`src/rtl/pga_serial_rx.sv`:
```
// Receive-side decoder for the two-wire PGA serial link: synchronises pga_clk/pga_dat,
// frames 10-bit commands, checks sync/parity/opcode and holds the decoded PGA state.
module pga_serial_rx #(
   parameter int unsigned IDLE_TIMEOUT = 64,
   parameter int unsigned TO_WIDTH     = 7
) (
   input  logic       clk25,
   input  logic       wb_rst_n,
   input  logic       pga_dat,
   input  logic       pga_clk,
   output logic [4:0] offset_out,
   output logic [3:0] gain_out,
   output logic       measure_mode,
   output logic       vos_strobe,
   output logic       gain_strobe,
   output logic       measure_strobe,
   output logic       frame_err,
   output logic [1:0] err_code
);

   typedef enum logic [1:0] {StIdle, StShift, StCheck, StDrain} state_e;

   localparam logic [TO_WIDTH-1:0] ToLast = TO_WIDTH'(IDLE_TIMEOUT - 1);

   state_e              state_q, state_d;
   logic [1:0]          clk_sync_q, dat_sync_q;
   logic                clk_prev_q;
   logic [9:0]          shift_q, shift_d;
   logic [3:0]          count_q, count_d;
   logic [TO_WIDTH-1:0] to_q, to_d;
   logic [4:0]          offset_q, offset_d;
   logic [3:0]          gain_q, gain_d;
   logic                measure_q, measure_d;
   logic                vos_stb_q, vos_stb_d;
   logic                gain_stb_q, gain_stb_d;
   logic                meas_stb_q, meas_stb_d;
   logic                err_q, err_d;
   logic [1:0]          err_code_q, err_code_d;

   logic bit_edge, bit_in, to_last, bad_sync, bad_parity, bad_op, frame_bad;

   assign bit_edge   = clk_sync_q[1] & ~clk_prev_q;
   assign bit_in     = dat_sync_q[1];
   assign to_last    = (to_q == ToLast);
   // shift_q layout: [9:8] sync, [7:6] op, [5:1] payload, [0] parity
   assign bad_sync   = (shift_q[9:8] != 2'b10);
   assign bad_parity = ^shift_q[7:0];
   assign bad_op     = (shift_q[7:6] == 2'b00);
   assign frame_bad  = bad_sync | bad_parity | bad_op;

   always_comb begin
      state_d    = state_q;
      shift_d    = shift_q;
      count_d    = count_q;
      to_d       = to_q;
      offset_d   = offset_q;
      gain_d     = gain_q;
      measure_d  = measure_q;
      err_code_d = err_code_q;
      vos_stb_d  = 1'b0;
      gain_stb_d = 1'b0;
      meas_stb_d = 1'b0;
      err_d      = 1'b0;

      unique case (state_q)
         StIdle: begin
            to_d = '0;
            if (bit_edge) begin
               shift_d = {9'd0, bit_in};
               count_d = 4'd1;
               state_d = StShift;
            end
         end
         StShift: begin
            if (bit_edge) begin
               shift_d = {shift_q[8:0], bit_in};
               count_d = count_q + 4'd1;
               to_d    = '0;
               if (count_q == 4'd9) state_d = StCheck;
            end else if (to_last) begin
               err_d      = 1'b1;
               err_code_d = 2'b11;
               count_d    = 4'd0;
               to_d       = '0;
               state_d    = StIdle;
            end else begin
               to_d = to_q + TO_WIDTH'(1);
            end
         end
         StCheck: begin
            count_d = 4'd0;
            to_d    = '0;
            if (frame_bad) begin
               err_d = 1'b1;
               if (bad_sync)        err_code_d = 2'b01;
               else if (bad_parity) err_code_d = 2'b10;
               else                 err_code_d = 2'b00;
               state_d = StDrain;
            end else begin
               unique case (shift_q[7:6])
                  2'b01: begin
                     vos_stb_d = 1'b1;
                     offset_d  = shift_q[5:1];
                     measure_d = 1'b0;
                  end
                  2'b10: begin
                     gain_stb_d = 1'b1;
                     gain_d     = shift_q[4:1];
                     measure_d  = 1'b0;
                  end
                  default: begin
                     meas_stb_d = 1'b1;
                     measure_d  = 1'b1;
                  end
               endcase
               // An edge here already belongs to the next frame.
               if (bit_edge) begin
                  shift_d = {9'd0, bit_in};
                  count_d = 4'd1;
                  state_d = StShift;
               end else begin
                  state_d = StIdle;
               end
            end
         end
         StDrain: begin
            if (bit_edge) begin
               to_d = '0;
            end else if (to_last) begin
               to_d    = '0;
               state_d = StIdle;
            end else begin
               to_d = to_q + TO_WIDTH'(1);
            end
         end
         default: state_d = StIdle;
      endcase
   end

   always_ff @(posedge clk25) begin
      if (!wb_rst_n) begin
         state_q    <= StIdle;
         clk_sync_q <= 2'b00;
         dat_sync_q <= 2'b00;
         clk_prev_q <= 1'b0;
         shift_q    <= '0;
         count_q    <= '0;
         to_q       <= '0;
         offset_q   <= '0;
         gain_q     <= '0;
         measure_q  <= 1'b0;
         vos_stb_q  <= 1'b0;
         gain_stb_q <= 1'b0;
         meas_stb_q <= 1'b0;
         err_q      <= 1'b0;
         err_code_q <= 2'b00;
      end else begin
         state_q    <= state_d;
         clk_sync_q <= {clk_sync_q[0], pga_clk};
         dat_sync_q <= {dat_sync_q[0], pga_dat};
         clk_prev_q <= clk_sync_q[1];
         shift_q    <= shift_d;
         count_q    <= count_d;
         to_q       <= to_d;
         offset_q   <= offset_d;
         gain_q     <= gain_d;
         measure_q  <= measure_d;
         vos_stb_q  <= vos_stb_d;
         gain_stb_q <= gain_stb_d;
         meas_stb_q <= meas_stb_d;
         err_q      <= err_d;
         err_code_q <= err_code_d;
      end
   end

   assign offset_out     = offset_q;
   assign gain_out       = gain_q;
   assign measure_mode   = measure_q;
   assign vos_strobe     = vos_stb_q;
   assign gain_strobe    = gain_stb_q;
   assign measure_strobe = meas_stb_q;
   assign frame_err      = err_q;
   assign err_code       = err_code_q;

endmodule

```
`config.mk`:
```
export PLATFORM = sky130hd
export DESIGN_NAME = pga_serial_rx
export DESIGN_NICKNAME = d
export VERILOG_FILES = /design/src/rtl/pga_serial_rx.sv
export SDC_FILE = /design/constraint.sdc
export NUM_CORES = 1
export LEC_CHECK = 0
export CAP_MARGIN = 15
export CORE_MARGIN = 8
export CORE_UTILIZATION = 30
export DETAILED_ROUTE_END_ITERATION = 6
export HOLD_SLACK_MARGIN = 0.1
export SLEW_MARGIN = 40
export SYNTH_ARGS = -nofsm -noshare
export SYNTH_HDL_FRONTEND = slang
export SYNTH_SLANG_ARGS = --single-unit
```
`constraint.sdc`:
```
create_clock -name clk25 -period 2.65 [get_ports clk25]
set_input_delay 0.3975 -clock clk25 [delete_from_list [all_inputs] [get_ports clk25]]
set_output_delay 0.3975 -clock clk25 [all_outputs]
set_load 0.02 [all_outputs]
```
# == After elaboration in Yosys (flattened, before gate mapping) ==
# Cells that the tools add are included.
# totals
regBits,44
inputBits,4
out_inout_bits,16
elab_cells,91
# classes
addsub,2
eq_ne,17
mux,34
bitwise,7
n_reduce_logical,16
# ops
operator,count
10-bit two-way mux,3
10-bit case mux with 3 select lines,1
2-bit two-way mux,11
"2-bit != test, second input constant",8
3-bit AND reduction,5
7-bit two-way mux,2
7-bit case mux with 2 select lines,1
4-bit two-way mux,3
4-bit case mux with 3 select lines,1
1-bit two-way mux,9
2-bit case mux with 4 select lines,1
8-bit parity,1
"7-bit by 1-bit adder with 7-bit output, second input constant",1
"7-bit by 6-bit equality test with 1-bit output, second input constant",1
"2-bit equality test, second input constant",3
"3-bit != test, second input constant",2
2-bit OR reduction,3
"4-bit by 1-bit adder with 4-bit output, second input constant",1
"2-bit by 1-bit equality test with 1-bit output, second input constant",2
"4-bit equality test, second input constant",1
2-bit zero test,2
1-bit NOT,4
2-bit case mux with 2 select lines,1
4-bit AND reduction,1
7 further kinds,8

# == Longest topological paths before layout ==
# depth
ltp_word,5
ltp_mapped,10
mapped_depth_nobuf,7

# == Worst setup path after synthesis ==
# No wires, ideal clock.
# synth_timing
path_type,register to register
from,register shift_q[6]
to,register count_q[0]
setup_time_ns,0.119
t_arrival_ns,2.003
required_ns,2.531
slack_ns,0.528
path_stages_with_launch,8
n_path_buf,0
period_less_slack_ns,2.122
path_cell_list,dfxtp_1 inv_1 ha_1 xor2_1 xnor3_2 and3_4 a211o_1 o221a_1
# synth_via
elab_chain_cells,5
word_cells_on_any_way,6
classes_between,mux (2); bitwise (2); reduce/logical (2)
# synth_lines
element,line_no,source
from (decl),28,"logic [9:0] shift_q, shift_d;"
from (signal assigned),162,shift_q <= shift_d;
8-bit parity,47,assign bad_parity = ^shift_q[7:0];
1-bit OR,49,assign frame_bad = bad_sync | bad_parity | bad_op;
1-bit OR *,49,
1-bit two-way mux *,93,if (frame_bad) begin
4-bit case mux with 3 select lines *,65,unique case (state_q)
to (signal assigned),163,count_q <= count_d;
to (decl),29,"logic [3:0] count_q, count_d;"
# Mark *: on every way between the ends. The rest lies on a longest branch, timed or not.
# A chain may end at the register's enable or synchronous reset.

# == Worst setup path after layout ==
# Ends and elaborated chain as after synthesis.

==> run metrics <==
Routed WL=4010 um; P_leak=0.861 nW; first-pass GRT wire length=7210 um; Rows=30; PortBufs=19; Worst-Margin Slew=635 ps; Synth warnings=0; GR peak layer=met2; hold path startpoint=to_q[6]; Final HPWL DP=2790 um; die height=98.6 um; pwr/cell area=587 nW/um2; R2R Setup Slk=390 ps; post-route antenna net violation count=0; min-delay worst type=flop to flop; area of the die=approximately 9700 um2; most common cell in the synthesized netlist=dfxtp_1; Pwr Total=1.42 mW; CTS tree=done; post-CTS setup buffer count=0; syn avg cell area=8.79 um2; Fill cells=699; Synth cell types=40; Vias=1591; vias per cell=4.81; # H-tree levels=2; GRT met1 Usage=11.6%; die width=roughly 99 um; startpoint types=flop; relative slew slack=~58%; Initial Utilization=30.6%; met2 GRT Util=13.2%; CP Max Fanout=6; mapped cell area=2050 um2; Yosys top cell by area=dfxtp_1; R2R Path End=count_q[0]; clk sinks=44; top-area cell type share of the netlist area=43.0%; top post-synthesis cells by area=dfxtp_1, ha_1, nand2_1; DRT iter0 DRCs=66; Final #Nets=roughly 270; Hold Path Stages=2; hold path endpoint=to_q[6]; RR Startpoint=shift_q[6]; outcome=finished, final reports clean; final worst path period need=2260 ps; global-route usage over all layers=8.84%; max-cap violation count=0; post-route setup slack=387 ps; Setup crit end kind=flop; hold slack=roughly 430 ps; GRT overflow=0; Worst path max stage delay=~500 ps; final count of pins violating max slew=0; clock skew=~7.3 ps; drt drc=0; crit path DAT=between 2000 and 2500 ps; Resized cells post-CTS=0; critical path required time=about 2900 ps; drt wl/cell=12.1 um; commonest cells in the netlist=dfxtp_1, nand2_1, nand3_1, o21ai_0, a21boi_0; number of flops mapped to enable cells by yosys=0; Reg clk slew, reported paths=90 ps; Boundary Pins=20; core area=between 6000 and 7000 um2; Syn Inst Count=233; RSZ-0062 raised after global routing=no; number of global-route vias before repair=approximately 1600; maximum number of pins on one net before global-route repair=48; worst skew pair latency=roughly 300 ps; fmax=442 MHz; Root Driver=clkbuf_8; Fin. Hold Viols=0; Async SR Flop Fraction=0%; M3 GR Usage=2.40%; setup_tns=0 ps; CTS buffer count=5; slowest CP cell=xnor3_2; Setup CP Type=flop to flop; endpoints failing setup=0; post-synthesis sequential area ratio=43.0%; routability cong.=0.857; Synth Net Count=approximately 250; Worst Reg-to-Reg Cells=7; Cell Chain, Critical Path=inv_1 > ha_1 > xor2_1 > xnor3_2 > and3_4 > a211o_1 > o221a_1; Hold Buf Count CTS=0; Synth Register Bits=44; clock tree buffer depth=2; Main synth FF type=dfxtp_1; Peak VDD IR=221 uV; ANT cells=0; share of cells above drive strength 1=under 10%; initial antenna violation count=0; fin crit share=approximately 85%; DP Worst Slack=430 ps; Area growth, synth to finish=18.3%; DR pass1 iterations=4
[final cells by class]
cell class | count | area, um2 | area share [%]
tap | 80 | 100 | 4.13
inverter | 9 | 33.8 | 1.40
clock buffer | 5 | 68.8 | 2.84
timing repair buffer | 23 | 220 | 9.10
sequential | 44 | 881 | 36.4
clock inverter | 3 | 46.3 | 1.91
multi-input combinational | 167 | 1070 | 44.2
[flip-flops by register name (all words and copies together) (netlist names)]
signal and flops:
shift_q 10, to_q 7, offset_out 5, count_q 4, gain_out 4, clk_sync_q 2
dat_sync_q 2, err_code 2, state_q 2, clk_prev_q 1, frame_err 1, gain_strobe 1
measure_mode 1, measure_strobe 1, vos_strobe 1
[power breakdown]
part	internal (mW)	switching, mW	leakage [nW]
Combinational	0.0732	0.124	0.451
Sequential	0.677	0.0191	0.356
Clock	0.284	0.244	0.0548
Total	1.03	0.387	0.861
[critical path, delay by kind of cell (launching register included)]
kind | cells | cell delay [ps]
compound gates | 2 | 470
flops | 1 | 390
xor+xnor | 2 | 660
fa+ha+maj | 1 | 330
simple gates | 1 | 220
buf+inv | 1 | 80
[layer usage]
layer / vias up / share of wire, %
met5: - / 0
li1: 846 / -
met4: 0 / 1.3
met3: 4 / 4.3
met1: 716 / 52
met2: 25 / 42
[worst max-delay path by stage]
stage | from | end | cells after the start
after floorplan | shift_q[6] | count_q[0] | 7
after global placement | shift_q[6] | count_q[0] | 7
after detailed placement | shift_q[6] | count_q[0] | 7
after CTS | shift_q[6] | count_q[0] | 7
after global routing | shift_q[6] | count_q[0] | 7
final | shift_q[6] | count_q[0] | 7
[logic make-up (layout without fill, tap and decap cells)]
| kind of cell | Yosys count | after routing | synth area share [%] |
|---|---|---|---|
| and+or+nand+nor | 94 | 94 | 22.9 |
| AOI/OAI and AO/OA | 53 | 53 | 17.4 |
| DFF | 44 | 44 | 43.0 |
| buffers and inverters | 22 | 40 | 4.65 |
| adders and majority gates | 11 | 11 | 6.72 |
| xor gates and xnor gates | 8 | 8 | 4.83 |
| muxes | 1 | 1 | 0.550 |
[metrics by stage]
step,cell area (um2),instances,util [%]
4_1_cts,2420,331,36.2
5_1_grt,2420,331,36.2
3_3_place_gp,2310,323,34.5
3_5_place_dp,2310,323,34.5
6_report,2420,331,36.2
2_1_floorplan,2050,233,-
[cell usage in the layout, fill, tap and decap left out, drive strengths merged, types with 3 or more instances in the layout]
master	instances
o211ai	3
clkdlybuf4s50	19
and3	5
a21oi	7
ha	11
nor2	12
nand2	33
nand4	9
a21boi	13
xor2	3
inv	10
xnor2	3
nand3	17
dfxtp	44
clkbuf	5
o21ai	17
buf	4
nand2b	4
and2	5
nor2b	3
No activity file was read; power rests on OpenSTA's default activity.
